$ cat src/rtl/prio_enc_hist.sv
// Registered priority encoder that logs each new valid code into a shift history shown on 7-seg digits.
// Optional input debouncer is enabled by defining PRIO_DEBOUNCE_EN.
module prio_enc_hist #(
  parameter int WIDTH  = 8,
  parameter int DEPTH  = 4,
  parameter int DB_CYC = 4
) (
  input  logic                       clk,
  input  logic                       rst,
  input  logic [WIDTH-1:0]           x,
  input  logic                       en,
  input  logic                       clr,
  output logic [$clog2(WIDTH)-1:0]   y,
  output logic                       l,
  output logic                       push,
  output logic [3:0]                 count,
  output logic [7*DEPTH-1:0]         hex
);

  localparam int IDX_W = $clog2(WIDTH);

  if (WIDTH < 2 || WIDTH > 16 || DEPTH < 1 || DEPTH > 8 || DB_CYC < 2 || DB_CYC > 255)
  begin : g_param_check
    $error("prio_enc_hist: parameter out of range");
  end

  logic [WIDTH-1:0] x_src;

`ifdef PRIO_DEBOUNCE_EN
  // stab_q counts consecutive cycles x has equalled samp_q, including the latest sample.
  logic [WIDTH-1:0] samp_q, samp_d;
  logic [WIDTH-1:0] db_q, db_d;
  logic [7:0]       stab_q, stab_d;

  always_comb begin
    samp_d = x;
    db_d   = db_q;
    if (x == samp_q) begin
      stab_d = (stab_q == 8'hFF) ? stab_q : stab_q + 8'd1;
    end else begin
      stab_d = 8'd1;
    end
    if (stab_d >= 8'(DB_CYC)) begin
      db_d = x;
    end
  end

  always_ff @(posedge clk or posedge rst) begin
    if (rst) begin
      samp_q <= '0;
      db_q   <= '0;
      stab_q <= '0;
    end else begin
      samp_q <= samp_d;
      db_q   <= db_d;
      stab_q <= stab_d;
    end
  end

  assign x_src = db_q;
`else
  assign x_src = x;
`endif

  logic [IDX_W-1:0]      y_q, y_d;
  logic                  l_q, l_d;
  logic                  push_q, push_d;
  logic [3:0]            count_q, count_d;
  logic [DEPTH-1:0][3:0] hist_q, hist_d;
  logic                  evt;

  // Ascending scan: the last set bit seen is the highest-priority one.
  always_comb begin
    y_d = '0;
    for (int i = 0; i < WIDTH; i++) begin
      if (x_src[i]) begin
        y_d = IDX_W'(i);
      end
    end
    if (!en) begin
      y_d = '0;
    end
    l_d = en && (|x_src);
  end

  assign evt = l_d && (!l_q || (y_d != y_q));

  always_comb begin
    hist_d  = hist_q;
    count_d = count_q;
    push_d  = 1'b0;
    if (clr) begin
      hist_d  = '0;
      count_d = 4'd0;
    end else if (evt) begin
      for (int k = DEPTH - 1; k > 0; k--) begin
        hist_d[k] = hist_q[k-1];
      end
      hist_d[0] = 4'(y_d);
      count_d   = (count_q == 4'(DEPTH)) ? count_q : count_q + 4'd1;
      push_d    = 1'b1;
    end
  end

  always_ff @(posedge clk or posedge rst) begin
    if (rst) begin
      y_q     <= '0;
      l_q     <= 1'b0;
      push_q  <= 1'b0;
      count_q <= 4'd0;
      hist_q  <= '0;
    end else begin
      y_q     <= y_d;
      l_q     <= l_d;
      push_q  <= push_d;
      count_q <= count_d;
      hist_q  <= hist_d;
    end
  end

  assign y     = y_q;
  assign l     = l_q;
  assign push  = push_q;
  assign count = count_q;

  function automatic logic [6:0] seg7(input logic [3:0] code);
    logic [6:0] s;
    case (code)
      4'h0: s = 7'h40;
      4'h1: s = 7'h79;
      4'h2: s = 7'h24;
      4'h3: s = 7'h30;
      4'h4: s = 7'h19;
      4'h5: s = 7'h12;
      4'h6: s = 7'h02;
      4'h7: s = 7'h78;
      4'h8: s = 7'h00;
      4'h9: s = 7'h10;
      4'hA: s = 7'h08;
      4'hB: s = 7'h03;
      4'hC: s = 7'h46;
      4'hD: s = 7'h21;
      4'hE: s = 7'h06;
      default: s = 7'h0E;
    endcase
    return s;
  endfunction

  // Entries at or beyond count are stale/empty and shown blank.
  for (genvar gi = 0; gi < DEPTH; gi++) begin : g_digit
    assign hex[7*gi +: 7] = (4'(gi) < count_q) ? seg7(hist_q[gi]) : 7'h7F;
  end

endmodule
$ cat config.mk
export PLATFORM = sky130hd
export DESIGN_NAME = prio_enc_hist
export DESIGN_NICKNAME = d
export VERILOG_FILES = /design/src/rtl/prio_enc_hist.sv
export SDC_FILE = /design/constraint.sdc
export NUM_CORES = 1
export LEC_CHECK = 0
export BUFFER_PORTS_ARGS = -buffer_cell sky130_fd_sc_hd__buf_4
export CAP_MARGIN = 20
export CORE_MARGIN = 2
export CORE_UTILIZATION = 40
export DETAILED_ROUTE_END_ITERATION = 12
export PLACE_DENSITY_LB_ADDON = 0.25
export SLEW_MARGIN = 20
export SYNTH_ARGS = -nofsm -noshare
export SYNTH_HDL_FRONTEND = slang
export SYNTH_SLANG_ARGS = --single-unit
$ cat constraint.sdc
create_clock -name clk -period 2.3 [get_ports clk]
set_clock_uncertainty 0.1 [all_clocks]
set_input_delay 0.46 -clock clk [delete_from_list [all_inputs] [get_ports clk]]
set_output_delay 0.46 -clock clk [all_outputs]
set_load 0.02 [all_outputs]
---- Word level (Yosys, flattened, before mapping) ----
Memories as Yosys holds them, arrays and structs flattened.
Cells that the tools add are included.
operators by class
  $add $sub $neg .......................... 1
  $lt $le $gt $ge ......................... 4
  eq/ne operators ......................... 3
  muxes and demuxes ....................... 19
  reductions and logical operators ........ 7
operators with widths
  cell                                                                  count
  16-bit two-way mux                                                    2
  7-bit two-way mux                                                     4
  3-bit two-way mux                                                     7
  4-bit two-way mux                                                     3
  1-bit by 4-bit < comparator with 1-bit output (first input constant)  2
  2-bit by 4-bit < comparator with 1-bit output (first input constant)  2
  8-bit OR reduction                                                    1
  4-bit by 1-bit adder with 4-bit output (second input constant)        1
  4-bit by 3-bit == test with 1-bit output (second input constant)      1
  1-bit two-way mux                                                     3
  3-bit inequality test                                                 1
  1-bit logical AND                                                     2
  2-bit inequality test (second input constant)                         1
  2-bit AND reduction                                                   1
  2-bit nonzero test                                                    1
  1-bit zero test                                                       1
  1-bit logical OR                                                      1
word-level totals
  register bits after elaboration ......... 25
  ROM bits ................................ 448
  output and inout port bits .............. 37
  logic and storage cells ................. 46
  memories ................................ 4
memory list
  name              words  bits a word  read ports  clocked after Yosys merged registers in  write ports  RTL line  source
  (name not given)  16     7            1           0                                        0            128       case (code)
  (name not given)  16     7            1           0                                        0            128
  (name not given)  16     7            1           0                                        0            128
  (name not given)  16     7            1           0                                        0            128

---- Longest topological paths before layout ----
  word-level depth ........................ 13
  depth in mapped cells ................... 7

---- Worst setup path before layout ----
Ideal clock, no wire load.
  path kind ............................... input to register
  from .................................... in x[1]
  to ...................................... reg count_q[0], in the netlist count[0]
  library setup time ...................... 0.125 ns
  data arrival time ....................... 2.002 ns
  data required time ...................... 2.075 ns
  setup slack ............................. 0.073 ns
  stages on the path ...................... 6
  path through ............................ nor2b_4 -> o311a_1 -> o211a_1 -> o41ai_4 -> nor2_2 -> mux2_4
between the ends
  longest elaborated chain between the ends .. 13
  elaborated cells on any way between the ends .. 15
ends and longest elaborated chain
  what                             RTL line  source
  from (decl)                      10        input logic [WIDTH-1:0] x,
  1-bit two-way mux                76        if (x_src[i]) begin
  3-bit two-way mux (6 in a row)   76
  3-bit two-way mux                80        if (!en) begin
  3-bit inequality test            86        assign evt = l_d && (!l_q || (y_d != y_q));
  1-bit logical OR                 86
  1-bit logical AND *              86
  2-bit nonzero test (no line) *   -
  2-bit AND reduction (no line) *  -
  to (signal assigned)             116       count_q <= count_d;
  to (decl)                        68        logic [3:0] count_q, count_d;
Mark *: on every way between the ends. The rest lies on a longest branch, timed or not.
A chain may end at the register's enable or synchronous reset.

---- Worst setup path after layout ----
  from .................................... reg count_q[0], in the netlist count[0]
  to ...................................... out hex[17]
between the ends
  longest elaborated chain between the ends .. 2
ends and longest elaborated chain
  what                                           RTL line  source
  2-bit by 4-bit < comparator with 1-bit output  151       assign hex[7*gi +: 7] = (4'(gi) < count_q) ? seg7(hist_q[gi]) : 7'h7F;
  7-bit two-way mux                              151
  to (decl)                                      17        output logic [7*DEPTH-1:0] hex
Every way passes these cells.

==> impl_metrics.env <==
export IMPL_status="complete, no violations"
export IMPL_first_global_vias=1393
export IMPL_initial_core_util_pct=42.37
export IMPL_required_ns=1.74
export IMPL_synth_edf_count=0
export IMPL_layoutNonFillerInstCount=322
export IMPL_dr_pass1_iters=4
export IMPL_startpoint_type="flop"
export IMPL_finalWeightedCongestion=0.7741
export IMPL_coreArea_um2=4058
export IMPL_cp_slowest_cell="dfrtp_2"
export IMPL_synthFlopType="dfrtp_1"
export IMPL_antenna_found_initial=0
export IMPL_max_cap_viol_count=0
export IMPL_nets=308
export IMPL_setup_violations=0
export IMPL_die_w_um=69.56
export IMPL_crit_chain="ha_1 > or3_4 > a21boi_1 > o21ai_1 > buf_4"
export IMPL_vias=1598
export IMPL_post_dp_hpwl_um=2784
export IMPL_ys_seq_elements=21
export IMPL_yosys_top_cells_area="dfrtp_1, ha_1, nand2_1"
export IMPL_drt_iter0_drc=55
export IMPL_drive_above_1_share_pct=31.99
export IMPL_worst_slew_pin_slew_ns=0.4413
export IMPL_crit_path_max_fanout=6
export IMPL_wl_per_cell_um=11.41
export IMPL_power_density_nw_per_um2=428.6
export IMPL_critPathArrivalTime_ns=1.64
export IMPL_period_minus_slack_ns=2.198
export IMPL_die_y_um=69.56
export IMPL_grt_pass1_wl_um=6203
export IMPL_final_cell_mix="buf_4, nand2_1, ha_1"
export IMPL_routed_via_density=4.963
export IMPL_htree_levels=1
export IMPL_yosysSeqAreaShare_pct=30.57
export IMPL_clockBufferDepth=2
export IMPL_antenna_cells=0
export IMPL_rows=23
export IMPL_cts_buffers=3
export IMPL_syn_num_nets=249
export IMPL_cts_hold_buf=0
export IMPL_final_common_cell="buf_4"
export IMPL_ant_nets=0
export IMPL_setup_tns_final_ns=0
export IMPL_slew_limit_headroom_pct=70.19
export IMPL_worst_setup_path_end_kind="output pin"
export IMPL_max_stage_delay_ns=0.43
export IMPL_ir_worst_vdd_uv=234.3
export IMPL_post_route_period_util_pct=95.57
export IMPL_final_cell_area_um2=2261
export IMPL_drc=0
export IMPL_async_flop_share_pct=100.0
export IMPL_dieArea_um2=4839
export IMPL_final_max_slew_viol_count=0
export IMPL_cts_sinks=21
export IMPL_cts_root_buf="clkbuf_8"
export IMPL_clk_latency_ns=0.26
export IMPL_multi_input_area_um2=1081
export IMPL_grt_usage_pct=15.27
export IMPL_synth_top_area_share_pct=30.57
export IMPL_synth_warnings=0
export IMPL_p_leak_nw=1.029
export IMPL_port_buffers=48
export IMPL_fillCellCount=399
export IMPL_synth_top_area_cell="dfrtp_1"
export IMPL_grt_max_degree=22
export IMPL_dp_cells=315
export IMPL_fmax_ghz=0.4550
export IMPL_syn_to_final_growth_pct=31.51
export IMPL_seqCellArea_um2=528.0
export IMPL_clkTransAtPathRegs_ns=0.07
export IMPL_synthCells=214
export IMPL_syn_avg_cell_area_um2=8.033
export IMPL_globalRouteOverflowTotal=0
export IMPL_critical_path_class="reg2out"
export IMPL_wl_um=3673
export IMPL_place_area_um2=2182
export IMPL_tritoncts="yes"
export IMPL_boundaryPins=49
export IMPL_synth_area_um2=1719
export IMPL_synth_distinct_cells=40
export IMPL_hp_class="in2async"
export IMPL_hold_viol=0
[final timing paths]
| path | start | endpoint | slack [ns] | depth (start not counted) |
|---|---|---|---|---|
| max | count[0]$_DFFE_PP0P_ | hex[17] | 0.10 | 5 |
| min | rst | y[0]$_DFF_PP0_ | 0.13 | 3 |
| max reg2reg | y[0]$_DFF_PP0_ | count[1]$_DFFE_PP0P_ | 0.20 | 6 |
| min reg2reg | hist_q[13]$_DFFE_PP0P_ | hist_q[13]$_DFFE_PP0P_ | 0.48 | 2 |
| max in group asynchronous | rst | count[1]$_DFFE_PP0P_ | 1.75 | 3 |
| min in group clk | en | y[1]$_DFF_PP0_ | 0.38 | 2 |
[metrics by stage]
stage	power (mW)	worst slack, ns	utilization (%)	hold WS [ns]
finish	0.9691	0.1020	55.72	0.1254
global route	1.022	-0.006382	55.72	0.1598
CTS	0.9652	0.03595	55.04	0.1328
detailed placement	0.7249	-0.08932	53.78	0.4130
global placement	0.7236	-0.05625	53.78	0.4181
floorplan	0.5934	0.07275	-	0.3365
[sequential cells by signal, summed over array words and instances (netlist names)]
name,cells
push,1
y,3
l,1
hist_q,12
count,4
[worst max-delay path, delay by kind of cell (launching register included)]
family / cells / cell delay (ns)
and+or+nand+nor: 1 / 0.36
AOI/OAI and AO/OA: 2 / 0.24
adders and majority gates: 1 / 0.20
buffers and inverters: 1 / 0.15
DFF: 1 / 0.43
[area by class of cell]
type	count	share of cell area, %
multi-input cells	165	47.81
flip-flops and latches	21	23.35
repair buffers	63	20.92
inverters	19	3.154
well taps	50	2.767
clock buffers	4	1.992
[metal layers]
layer / GRT usage (%) / share of wire (%) / wire (µm)
met1: 20.60 / 47 / 1735
met2: 24.68 / 45 / 1662
met3: 1.744 / 6.1 / 224
met4: 6.536 / 1.4 / 51
met5: 0 / 0 / 0
[cell families (layout without fill, tap and decap cells)]
logic type | count (synthesis) | in the layout | share of synthesized area, %
adders and majority gates | 23 | 23 | 16.74
DFF | 21 | 21 | 30.57
and+or+nand+nor | 88 | 88 | 23.14
muxes | 2 | 2 | 1.455
xor gates and xnor gates | 1 | 1 | 0.5096
buffers and inverters | 28 | 86 | 7.059
AOI/OAI and AO/OA | 51 | 51 | 20.53
[report_power, final]
group	switching, mW	total [mW]	internal [mW]
clock network	0.116	0.239	0.123
logic	0.183	0.326	0.143
registers	0.0198	0.404	0.384
total	0.318	0.969	0.651
[repair_timing]
item,in CTS,in global routing
buffers inserted,0,3
gates resized for setup,2,4
setup endpoints to repair,1,4
hold endpoints to repair,0,0
[cells in the mapped netlist, types with 2 or more instances]
cell,count
nor2_1,17
dfrtp_1,21
ha_1,23
o21ai_0,22
clkbuf_1,4
a21boi_0,2
or2_2,2
a21oi_2,9
buf_4,2
a21oi_1,8
nor2b_1,5
and2_1,2
nand2_1,51
o41a_1,2
inv_1,19
(Power assumes the default switching activity.)
